==> src/rtl/pcgen_if.sv <==
// Front-end PC bus between pcgen, fetch, hazard unit and execute. Trap ports exist only under PCGEN_TRAP_EN.
// Latency: none; this is wiring only, and the latency is set by pcgen.
// Backpressure: imem_wait and stall are level signals sampled by pcgen every cycle.
interface pcgen_if;
    logic        imem_wait;
    logic        stall;
    logic        redirect_valid;
    logic [63:0] redirect_pc;
`ifdef PCGEN_TRAP_EN
    logic        trap_valid;
    logic [63:0] trap_pc;
`endif
    logic [63:0] pc;
    logic        drop_fetch;
    logic        pending;

    // master is the PC generator; slave is the surrounding pipeline
`ifdef PCGEN_TRAP_EN
    modport master (
        input  imem_wait, stall, redirect_valid, redirect_pc, trap_valid, trap_pc,
        output pc, drop_fetch, pending
    );
    modport slave (
        output imem_wait, stall, redirect_valid, redirect_pc, trap_valid, trap_pc,
        input  pc, drop_fetch, pending
    );
`else
    modport master (
        input  imem_wait, stall, redirect_valid, redirect_pc,
        output pc, drop_fetch, pending
    );
    modport slave (
        output imem_wait, stall, redirect_valid, redirect_pc,
        input  pc, drop_fetch, pending
    );
`endif
endinterface

==> src/rtl/pcgen.sv <==
// Fetch PC generator with redirect buffering. PCGEN_TRAP_EN adds trap ports, and a trap has priority over a redirect.
// Latency: 1 cycle from redirect to new pc when the bus is idle; otherwise 1 cycle after imem_wait drops.
// Backpressure: pc is held while imem_wait or stall is high, and a redirect during imem_wait is buffered in PEND.
module pcgen #(
    parameter logic [63:0] RESET_PC    = 64'h8000_0000,
    parameter int unsigned INSTR_BYTES = 4
) (
    input  logic      clk,
    input  logic      reset,
    pcgen_if.master   bus
);
    typedef enum logic {RUN, PEND} state_t;

    state_t      state_q, state_d;
    logic [63:0] pc_q, pc_d;
    logic [63:0] pend_pc_q, pend_pc_d;
    logic        tgt_vld;
    logic [63:0] tgt_pc;
    logic        advance;

    always_comb begin
        tgt_vld = bus.redirect_valid;
        tgt_pc  = bus.redirect_pc;
`ifdef PCGEN_TRAP_EN
        // A trap outranks a same-cycle branch redirect everywhere.
        if (bus.trap_valid) begin
            tgt_vld = 1'b1;
            tgt_pc  = bus.trap_pc;
        end
`endif
    end

    assign advance = ~bus.imem_wait & ~bus.stall;

    always_comb begin
        state_d   = state_q;
        pc_d      = pc_q;
        pend_pc_d = pend_pc_q;
        case (state_q)
            RUN: begin
                if (tgt_vld) begin
                    if (!bus.imem_wait) begin
                        // A redirect flushes the front end, so stall does not hold it back.
                        pc_d = tgt_pc;
                    end else begin
                        pend_pc_d = tgt_pc;
                        state_d   = PEND;
                    end
                end else if (advance) begin
                    pc_d = pc_q + 64'(INSTR_BYTES);
                end
            end
            PEND: begin
                if (bus.imem_wait) begin
                    if (tgt_vld) pend_pc_d = tgt_pc;
                end else begin
                    pc_d    = tgt_vld ? tgt_pc : pend_pc_q;
                    state_d = RUN;
                end
            end
            default: state_d = RUN;
        endcase
    end

    always_ff @(posedge clk or posedge reset) begin
        if (reset) begin
            state_q   <= RUN;
            pc_q      <= RESET_PC;
            pend_pc_q <= 64'h0;
        end else begin
            state_q   <= state_d;
            pc_q      <= pc_d;
            pend_pc_q <= pend_pc_d;
        end
    end

    assign bus.pc         = pc_q;
    assign bus.drop_fetch = tgt_vld | (state_q == PEND);
    assign bus.pending    = (state_q == PEND);
endmodule
==> src/flat_wrapper.sv <==
// flat-port wrapper written by rule: the top's interface ports become plain ports
module pcgen_flat 
#(
    parameter logic [63:0] RESET_PC    = 64'h8000_0000,
    parameter int unsigned INSTR_BYTES = 4
)
  (clk, reset, bus_imem_wait, bus_stall, bus_redirect_valid, bus_redirect_pc, bus_pc, bus_drop_fetch, bus_pending);
  pcgen_if bus_i ();
  input  logic clk;
  input  logic reset;
  input wire logic [$bits(bus_i.imem_wait)-1:0] bus_imem_wait;
  input wire logic [$bits(bus_i.stall)-1:0] bus_stall;
  input wire logic [$bits(bus_i.redirect_valid)-1:0] bus_redirect_valid;
  input wire logic [$bits(bus_i.redirect_pc)-1:0] bus_redirect_pc;
  output wire logic [$bits(bus_i.pc)-1:0] bus_pc;
  output wire logic [$bits(bus_i.drop_fetch)-1:0] bus_drop_fetch;
  output wire logic [$bits(bus_i.pending)-1:0] bus_pending;
  assign bus_i.imem_wait = bus_imem_wait;
  assign bus_i.stall = bus_stall;
  assign bus_i.redirect_valid = bus_redirect_valid;
  assign bus_i.redirect_pc = bus_redirect_pc;
  assign bus_pc = bus_i.pc;
  assign bus_drop_fetch = bus_i.drop_fetch;
  assign bus_pending = bus_i.pending;
  pcgen #(.RESET_PC(RESET_PC), .INSTR_BYTES(INSTR_BYTES)) u_core (.clk(clk), .reset(reset), .bus(bus_i));
endmodule
==> config.mk <==
export PLATFORM = sky130hd
export DESIGN_NAME = pcgen_flat
export DESIGN_NICKNAME = d
export VERILOG_FILES = /design/src/rtl/pcgen_if.sv /design/src/rtl/pcgen.sv /design/src/flat_wrapper.sv
export SDC_FILE = /design/constraint.sdc
export NUM_CORES = 1
export LEC_CHECK = 0
export BUFFER_PORTS_ARGS = -buffer_cell sky130_fd_sc_hd__buf_2
export CORE_MARGIN = 1
export CORE_UTILIZATION = 57
export DETAILED_ROUTE_END_ITERATION = 12
export PLACE_DENSITY = 0.81
export SLEW_MARGIN = 15
export SYNTH_ARGS = -nofsm -noshare
export SYNTH_HDL_FRONTEND = slang
export SYNTH_SLANG_ARGS = --single-unit
==> constraint.sdc <==
create_clock -name clk -period 4.4 [get_ports clk]
set_clock_uncertainty 0.15 [all_clocks]
set_input_delay 0.44 -clock clk [delete_from_list [all_inputs] [get_ports clk]]
set_output_delay 0.44 -clock clk [all_outputs]
set_load 0.1 [all_outputs]
Word-level counts from Yosys, hierarchy flattened. Index checks and enable logic that the tools add are counted.

$add $sub $neg: 1. Bitwise operators: 5. Eq/ne operators: 6. Reduce and logical (&&, ||, !) cells: 2. Multiplexer cells: 13.

Operator list (count): $mux 64 (8); $pmux 64 s2 (2); $add 64x3->64 const B (1); $ne 2x2->1 const B (4); $reduce_and 3->1 (2); $ne 3x2->1 const B (1); $ne 3x3->1 const B (1); $not 1->1 (3); $mux 1 (2); $pmux 1 s2 (1); $and 1x1->1 (1); $or 1x1->1 (1).

Output and inout port bits: 66. Logic and storage cells: 30. Bits in registers: 129.

Longest topological paths before layout. Gate-level depths: netlist (run 1).

Depth after elaboration: 5. Depth in mapped cells: 9.

Worst setup path before layout (run 1). OpenSTA, ideal clock, no wires.

Kind: reg-to-reg. Start: reg u_core.state_q, in the netlist u_core.bus.pending. End: reg u_core.pc_q[12], in the netlist u_core.bus.pc[12]. Required time: 4.118 ns. Stages on the path, launching flop included: 10. Path buffers: 4. Slack: 0.711 ns. Data arrival time: 3.407 ns. Cell sequence: dfrtp_1 nor2_1 clkbuf_1 inv_1 clkbuf_1 clkbuf_1 buf_1 o21ai_0 nand2_1 o21ai_0.

Word-level cells in the longest chain between the ends: 3. Elaborated cells on any way between the ends: 6. Those cells by class: eq/ne: 3; mux: 1; bitwise: 1; reduce/logical: 1.

RTL lines: start: declaration (RTL line pcgen.sv:14) `state_t state_q, state_d;`; start signal: assignment (RTL line pcgen.sv:71) `state_q <= state_d;`; $not 1->1; $ne 3x2->1 (no line) / $ne 3x3->1 (equally long branches); $reduce_and 3->1 (no line); end signal: assignment (RTL line pcgen.sv:72) `pc_q <= pc_d;`; end: declaration (RTL line pcgen.sv:15) `logic [63:0] pc_q, pc_d;`.

Parallel ways exist; a longest one is shown, timed or not. A chain may end at the register's enable or synchronous reset.

Final worst setup path (run 1).
Start: reg u_core.pc_q[2], in the netlist u_core.bus.pc[2]. End: reg u_core.pc_q[62], in the netlist u_core.bus.pc[62].

Word-level cells in the longest chain between the ends: 4.

RTL lines: $add 64x3->64 (RTL line pcgen.sv:50) `pc_d = pc_q + 64'(INSTR_BYTES);`; $mux 64 (RTL line pcgen.sv:49) `end else if (advance) begin`; $mux 64 (RTL line pcgen.sv:41) `if (tgt_vld) begin`; $pmux 64 s2 (RTL line pcgen.sv:39) `case (state_q)`.

No other way between the ends. The select of a mux whose other input is x is not followed.

==> metrics.cfg, run 1 <==
[outcome]
outcome = finished clean

[synth]
synth_nets = 888
yosysWarnings = 0
ys_ff_latch = 129
synth_cells = 818
synth_ff_type = dfrtp_1
yosysTopAreaCell = dfrtp_1
synth_async_sr_flop_share = 1.00
avgSynthCellArea_um2 = 9.27
synth.cell_area_mm2 = 0.00758
synth_cell_types = 65
synth_top_area_frac = 0.422
synth_edf_count = 0
ys_seq_area_frac = 0.426
synth.area.top_cells = dfrtp_1 (42%), mux2_2 (9.4%), o21ai_0 (5.5%), nand2_1 (3.6%), a21oi_1 (2.4%)

[die]
dieWidth_um = 117
rows = 41
dieArea_mm2 = 0.0138
start_util = 0.594
die_h_um = 117
ios = 135
core_mm2 = 0.0128

[setup_path]
critPathMaxStageDelay_ns = 0.60
path_cells = ha_1, nand3_1, nor4_4, buf_4, nand3_2, or4_1, a311o_1
critPathCaptureType = flip-flop
arrival_ns = 3.21
required_ns = 4.55
worstSetupStartpointType = flip-flop
cp_max_fo = 14
worstSetupPathType = reg2reg
crit_path_top_delay_cell = or4_1

[grt]
grt_pass1_vias = 6919
overflow = 0
grt_max_degree = 79
antenna_found_initial = 0
track_usage = 0.324
grt_pass1_wl_um = 35400

[drt]
vias = 7389
ant_nets = 0
routed_wl_um = 21900
drt-vias-per-instance = 6.67
drtIter0Drc = 789
remaining_drc_errors = 0
avgRoutedWirePerCell_um = 19.7
drt_pass1_iterations = 5

[pwr]
p_per_area_mw_per_mm2 = 495
sequentialPowerShare = 0.366
power.internal_mw = 2.57
p_sw_mw = 1.87
cellLeakagePower_nw = 3.74
ir_worst_vdd_mv = 0.390
clockPowerShare = 0.309
combPwrFrac = 0.325
swShare = 0.421

[timing]
fin_tns_setup_ns = 0
tightestPinTransition_ns = 0.875
max_freq_ghz = 0.328
slew_headroom = 0.416
maxSlewViolCount = 0
fin_crit_ns = 3.05
finalSetupViolCount = 0
rsz0062_at_grt = no
hold_viol_final = 0
fin_crit_sh = 0.694

[placed_design]
gp_congestion = 0.960
dp_hpwl_um = 14700
numPortBuffers = 134
dp.cells = 1076

[clocking]
tritoncts = built
clock_sinks = 129
post_cts_resized = 0
cts-root-buf = clkbuf_16
worstSkewPairLatency_ns = 0.43
cts.htree.levels = 4
ctsLongestPathBuffers = 2
cts_made_buffers = 17
clk_pin_slew_ns = 0.05

[final_layout]
multiInputGateArea_mm2 = 0.00407
fillerInstances = 1020
seq_area_mm2 = 0.00323
diodes = 0
syn_to_final_growth_pct = 18.1
layoutNonFillerInstCount = 1108
drive_gt1_frac = 0.280
fin_nets = 994

[run]
drv_cap = 0

[min_path]
hold_path_class = in2reg

[cell type report]
class | count | share of cell area
clock buffers | 25 | 0.0542
multi-input cells | 612 | 0.454
well taps | 172 | 0.0240
inverters | 17 | 0.00740
clock inverters | 6 | 0.00894
flip-flops and latches | 129 | 0.361
repair buffers | 147 | 0.0905
[logic make-up after synthesis]
logic type                 Yosys count  share of synthesized area
AOI/OAI and AO/OA                  236                      0.203
DFF                                129                      0.426
and+or+nand+nor                    307                      0.230
buffers and inverters               77                     0.0399
adders and majority gates            1                    0.00165
muxes                               68                      0.100
[cells in the mapped netlist (all sizes together) (5+ instances only)]
library cell / number
dfrtp: 128
o21ai: 84
nand2: 73
mux2: 63
clkbuf: 47
nor2: 43
a21oi: 37
nand3: 33
nand4: 32
nor4: 26
and3: 20
a22oi: 18
inv: 17
nor3: 17
o211ai: 15
a31oi: 13
buf: 13
or3: 13
or4: 12
and4: 10
a221oi: 8
and2: 8
a22o: 7
a211oi: 6
a41oi: 6
o31a: 6
o41ai: 6
mux2i: 5
nor2b: 5
[flip-flops by register name (all words and copies together), names as in the netlist]
| name | cells |
|---|---|
| u_core.pend_pc_q | 64 |
| u_core.bus.pc | 64 |
| u_core.bus.pending | 1 |
[routing by layer]
layer / share of wire / up-vias / global-route usage
li1: - / 3354 / -
met1: 0.42 / 3583 / 0.427
met2: 0.47 / 410 / 0.515
met3: 0.089 / 42 / 0.0744
met4: 0.023 / 0 / 0.135
met5: 0 / - / 0
[power groups by stage]
stage	Sequential (mW)	Combinational, mW	Clock (mW)
after floorplan	2.31	0.430	0
after global placement	1.62	1.42	0
after detailed placement	1.62	1.43	0
after CTS	1.61	1.44	1.39
after global routing	1.64	1.51	1.43
final	1.62	1.44	1.37
[critical path, delay by kind of cell (launching register included)]
family	cells	cell delay (ns)
simple gates	4	1.43
flops	1	0.47
compound gates	1	0.36
fa+ha+maj	1	0.26
buf+inv	1	0.25
[placed cells by master, fill, tap and decap left out, types with 13 or more instances in the layout]
master,count
a21oi_1,36
o21ai_0,84
dfrtp_1,127
nand3_1,28
and3_1,20
inv_1,16
buf_2,133
clkbuf_16,17
nor2_1,41
nor4_1,22
nand2_1,72
nor3_1,17
a22oi_1,18
nand4_1,29
mux2_2,63
or3_1,13
a31oi_1,13
o211ai_1,15
[what timing repair did]
action | CTS | global route
hold buffers | 1 | 0
endpoints found under the hold margin | 50 | 0
setup buffers | 0 | 0
[metrics by stage]
step	util	hold slack [ns]	setup slack [ns]	cell area, µm²	power (mW)
2_1_floorplan	-	0.300	0.371	7580	2.74
3_3_place_gp	0.656	0.315	1.38	8380	3.03
3_5_place_dp	0.656	0.332	1.34	8380	3.05
4_1_cts	0.701	0.0903	1.40	8960	4.43
5_1_grt	0.701	0.106	1.17	8960	4.59
6_report	0.701	0.108	1.35	8960	4.43
[path summary, 6_finish.rpt]
kind,slack (ns),from,cells past startpoint,end
min in group asynchronous,0.51,reset,3,u_core.pend_pc_q[18]
worst max register to register,1.35,u_core.bus.pc[2],7,u_core.bus.pc[62]
worst min-delay path,0.11,bus_redirect_pc[23],2,u_core.pend_pc_q[23]
max in group asynchronous,2.74,reset,4,u_core.pend_pc_q[52]
worst max-delay path,1.35,u_core.bus.pc[2],7,u_core.bus.pc[62]
worst min register to register,0.34,u_core.pend_pc_q[59],1,u_core.pend_pc_q[59]
(Power assumes the default switching activity.)
==> inputs of run 2 (changes only) <==
Settings changed: CORE_UTILIZATION 57 to 51, PLACE_DENSITY 0.81 to 0.77.
Clock period 4.4 ns to 2.8 ns, I/O delays scaled along.
==> metrics.cfg, run 2 (same netlist as run 1, synthesis figures left out) <==
[placed_design]
dp.cells = 1107
pre_cts_ws_ns = 0.308
gp_congestion = 0.936
numPortBuffers = 134
dpl-instance-area_mm2 = 0.00860
dp_hpwl_um = 15800

[final_layout]
diodes = 0
fin_nets = 1075
postLayoutCoreUtil = 0.679
seq_area_mm2 = 0.00328
fillerInstances = 1140
multiInputGateArea_mm2 = 0.00407
layout_commonest_cell = buf_2
design_area_mm2 = 0.00987
drive_gt1_frac = 0.318
mostFrequentLayoutCells = buf_2 (133), dfrtp_1 (91), o21ai_0 (84)
layoutNonFillerInstCount = 1202
syn_to_final_growth_pct = 30.1

[drt]
routed_wl_um = 24000
vias = 7733
drt_pass1_iterations = 6
drt-vias-per-instance = 6.43
remaining_drc_errors = 0
drtIter0Drc = 999
avgRoutedWirePerCell_um = 20.0
ant_nets = 0

[timing]
hold_viol_final = 1
fin_tns_setup_ns = 0
hold-worst-slack_ns = -0.00272
tightestPinTransition_ns = 0.737
fin_crit_sh = 0.910
rsz0062_at_grt = no
maxSlewViolCount = 0
finalSetupViolCount = 0
fin_crit_ns = 2.55
max_freq_ghz = 0.393
final.setup.worst_slack_ns = 0.253
slew_headroom = 0.504

[setup_path]
reg2reg_slack_ns = 0.25
critPathCaptureType = flip-flop
regToRegStartpoint = u_core.bus.pc[2]
crit_end = u_core.bus.pc[50]
cp-startpoint = u_core.bus.pc[2]
required_ns = 3.01
rr_endpoint = u_core.bus.pc[50]
arrival_ns = 2.76
worstSetupStartpointType = flip-flop
cp_max_fo = 8
worstSetupPathType = reg2reg
reg2regPathDepth = 6

[die]
dieArea_mm2 = 0.0154
rows = 44
core_mm2 = 0.0145
ios = 135
dieWidth_um = 124
die_h_um = 124
start_util = 0.522

[min_path]
hold_path_class = in2reg

[pwr]
power.internal_mw = 4.29
total_power_mw = 7.35
cellLeakagePower_nw = 4.07
swShare = 0.416
sequentialPowerShare = 0.348
p_sw_mw = 3.06
combPwrFrac = 0.325
clockPowerShare = 0.326
ir_worst_vdd_mv = 0.489
p_per_area_mw_per_mm2 = 745

[clocking]
ctsLongestPathBuffers = 2
post_cts.repair.setup_buffers = 0
cts_made_buffers = 17
worstSkewPairLatency_ns = 0.43
cts.htree.levels = 4
tritoncts = built
clock_sinks = 129
cts-root-buf = clkbuf_16
clk_pin_slew_ns = 0.06

[grt]
grt_max_degree = 94
overflow = 0
antenna_found_initial = 0
grt_pass1_wl_um = 38300
track_usage = 0.327
grt_pass1_vias = 7419

[outcome]
outcome = finished with violations
failed_checks = negative hold slack

[run]
drv_cap = 0

==> run 2: changes by cell type in the layout (fill, tap and decap cells not counted), sizes merged <==
cell         previous run  this run
clkinvlp                0         6
buf                   146       165
inv                    17        16
dlygate4sd3             1        63
bufinv                  2         4
clkbuf                 25        19
==> run 2: cell type report <==
type | count | share of cell area
Clock buffer | 19 | 0.0459
Clock inverter | 13 | 0.0188
Inverter | 17 | 0.00685
Multi-Input combinational cell | 612 | 0.412
Sequential cell | 129 | 0.332
Tap cell | 184 | 0.0233
Timing Repair Buffer | 228 | 0.161
==> run 2: per-layer routing <==
layer  GRT usage  share of wire
met4       0.139          0.034
met2       0.510           0.46
met1       0.438           0.43
met3      0.0733          0.076
met5           0              0
==> run 2: worst max-delay path, stage by stage, from the launching register on <==
cell and delay, ns:
dfrtp_2 0.42, ha_2 0.22, nand3_1 0.26, nor2_1 0.33
nand4_1 0.41, or4_1 0.61, nand3_1 0.07
==> run 2: worst min-delay path by stage <==
stage | to | cells after the start | slack, ns | start
4_1_cts | u_core.pend_pc_q[22] | 2 | 0.0003 | bus_redirect_pc[22]
5_1_grt | u_core.pend_pc_q[22] | 2 | 0.008 | bus_redirect_pc[22]
3_5_place_dp | u_core.pend_pc_q[55] | 2 | 0.21 | reset
6_report | u_core.pend_pc_q[22] | 2 | -0.003 | bus_redirect_pc[22]
3_3_place_gp | u_core.pend_pc_q[55] | 2 | 0.21 | reset
2_1_floorplan | u_core.pend_pc_q[42] | 1 | 0.28 | bus_redirect_pc[42]
==> run 2: repair_timing <==
item / 4_1_cts / 5_1_grt
gates resized for setup: 0 / 0
hold buffers: 63 / 0
hold endpoints to repair: 83 / 0
==> run 2: power by group through the flow <==
stage,Clock (mW),Combinational (mW),Sequential [mW]
after CTS,2.40,2.39,2.54
after global routing,2.48,2.52,2.60
after floorplan,0,0.676,3.65
after global placement,0,2.29,2.55
after detailed placement,0,2.31,2.57
final,2.40,2.39,2.56
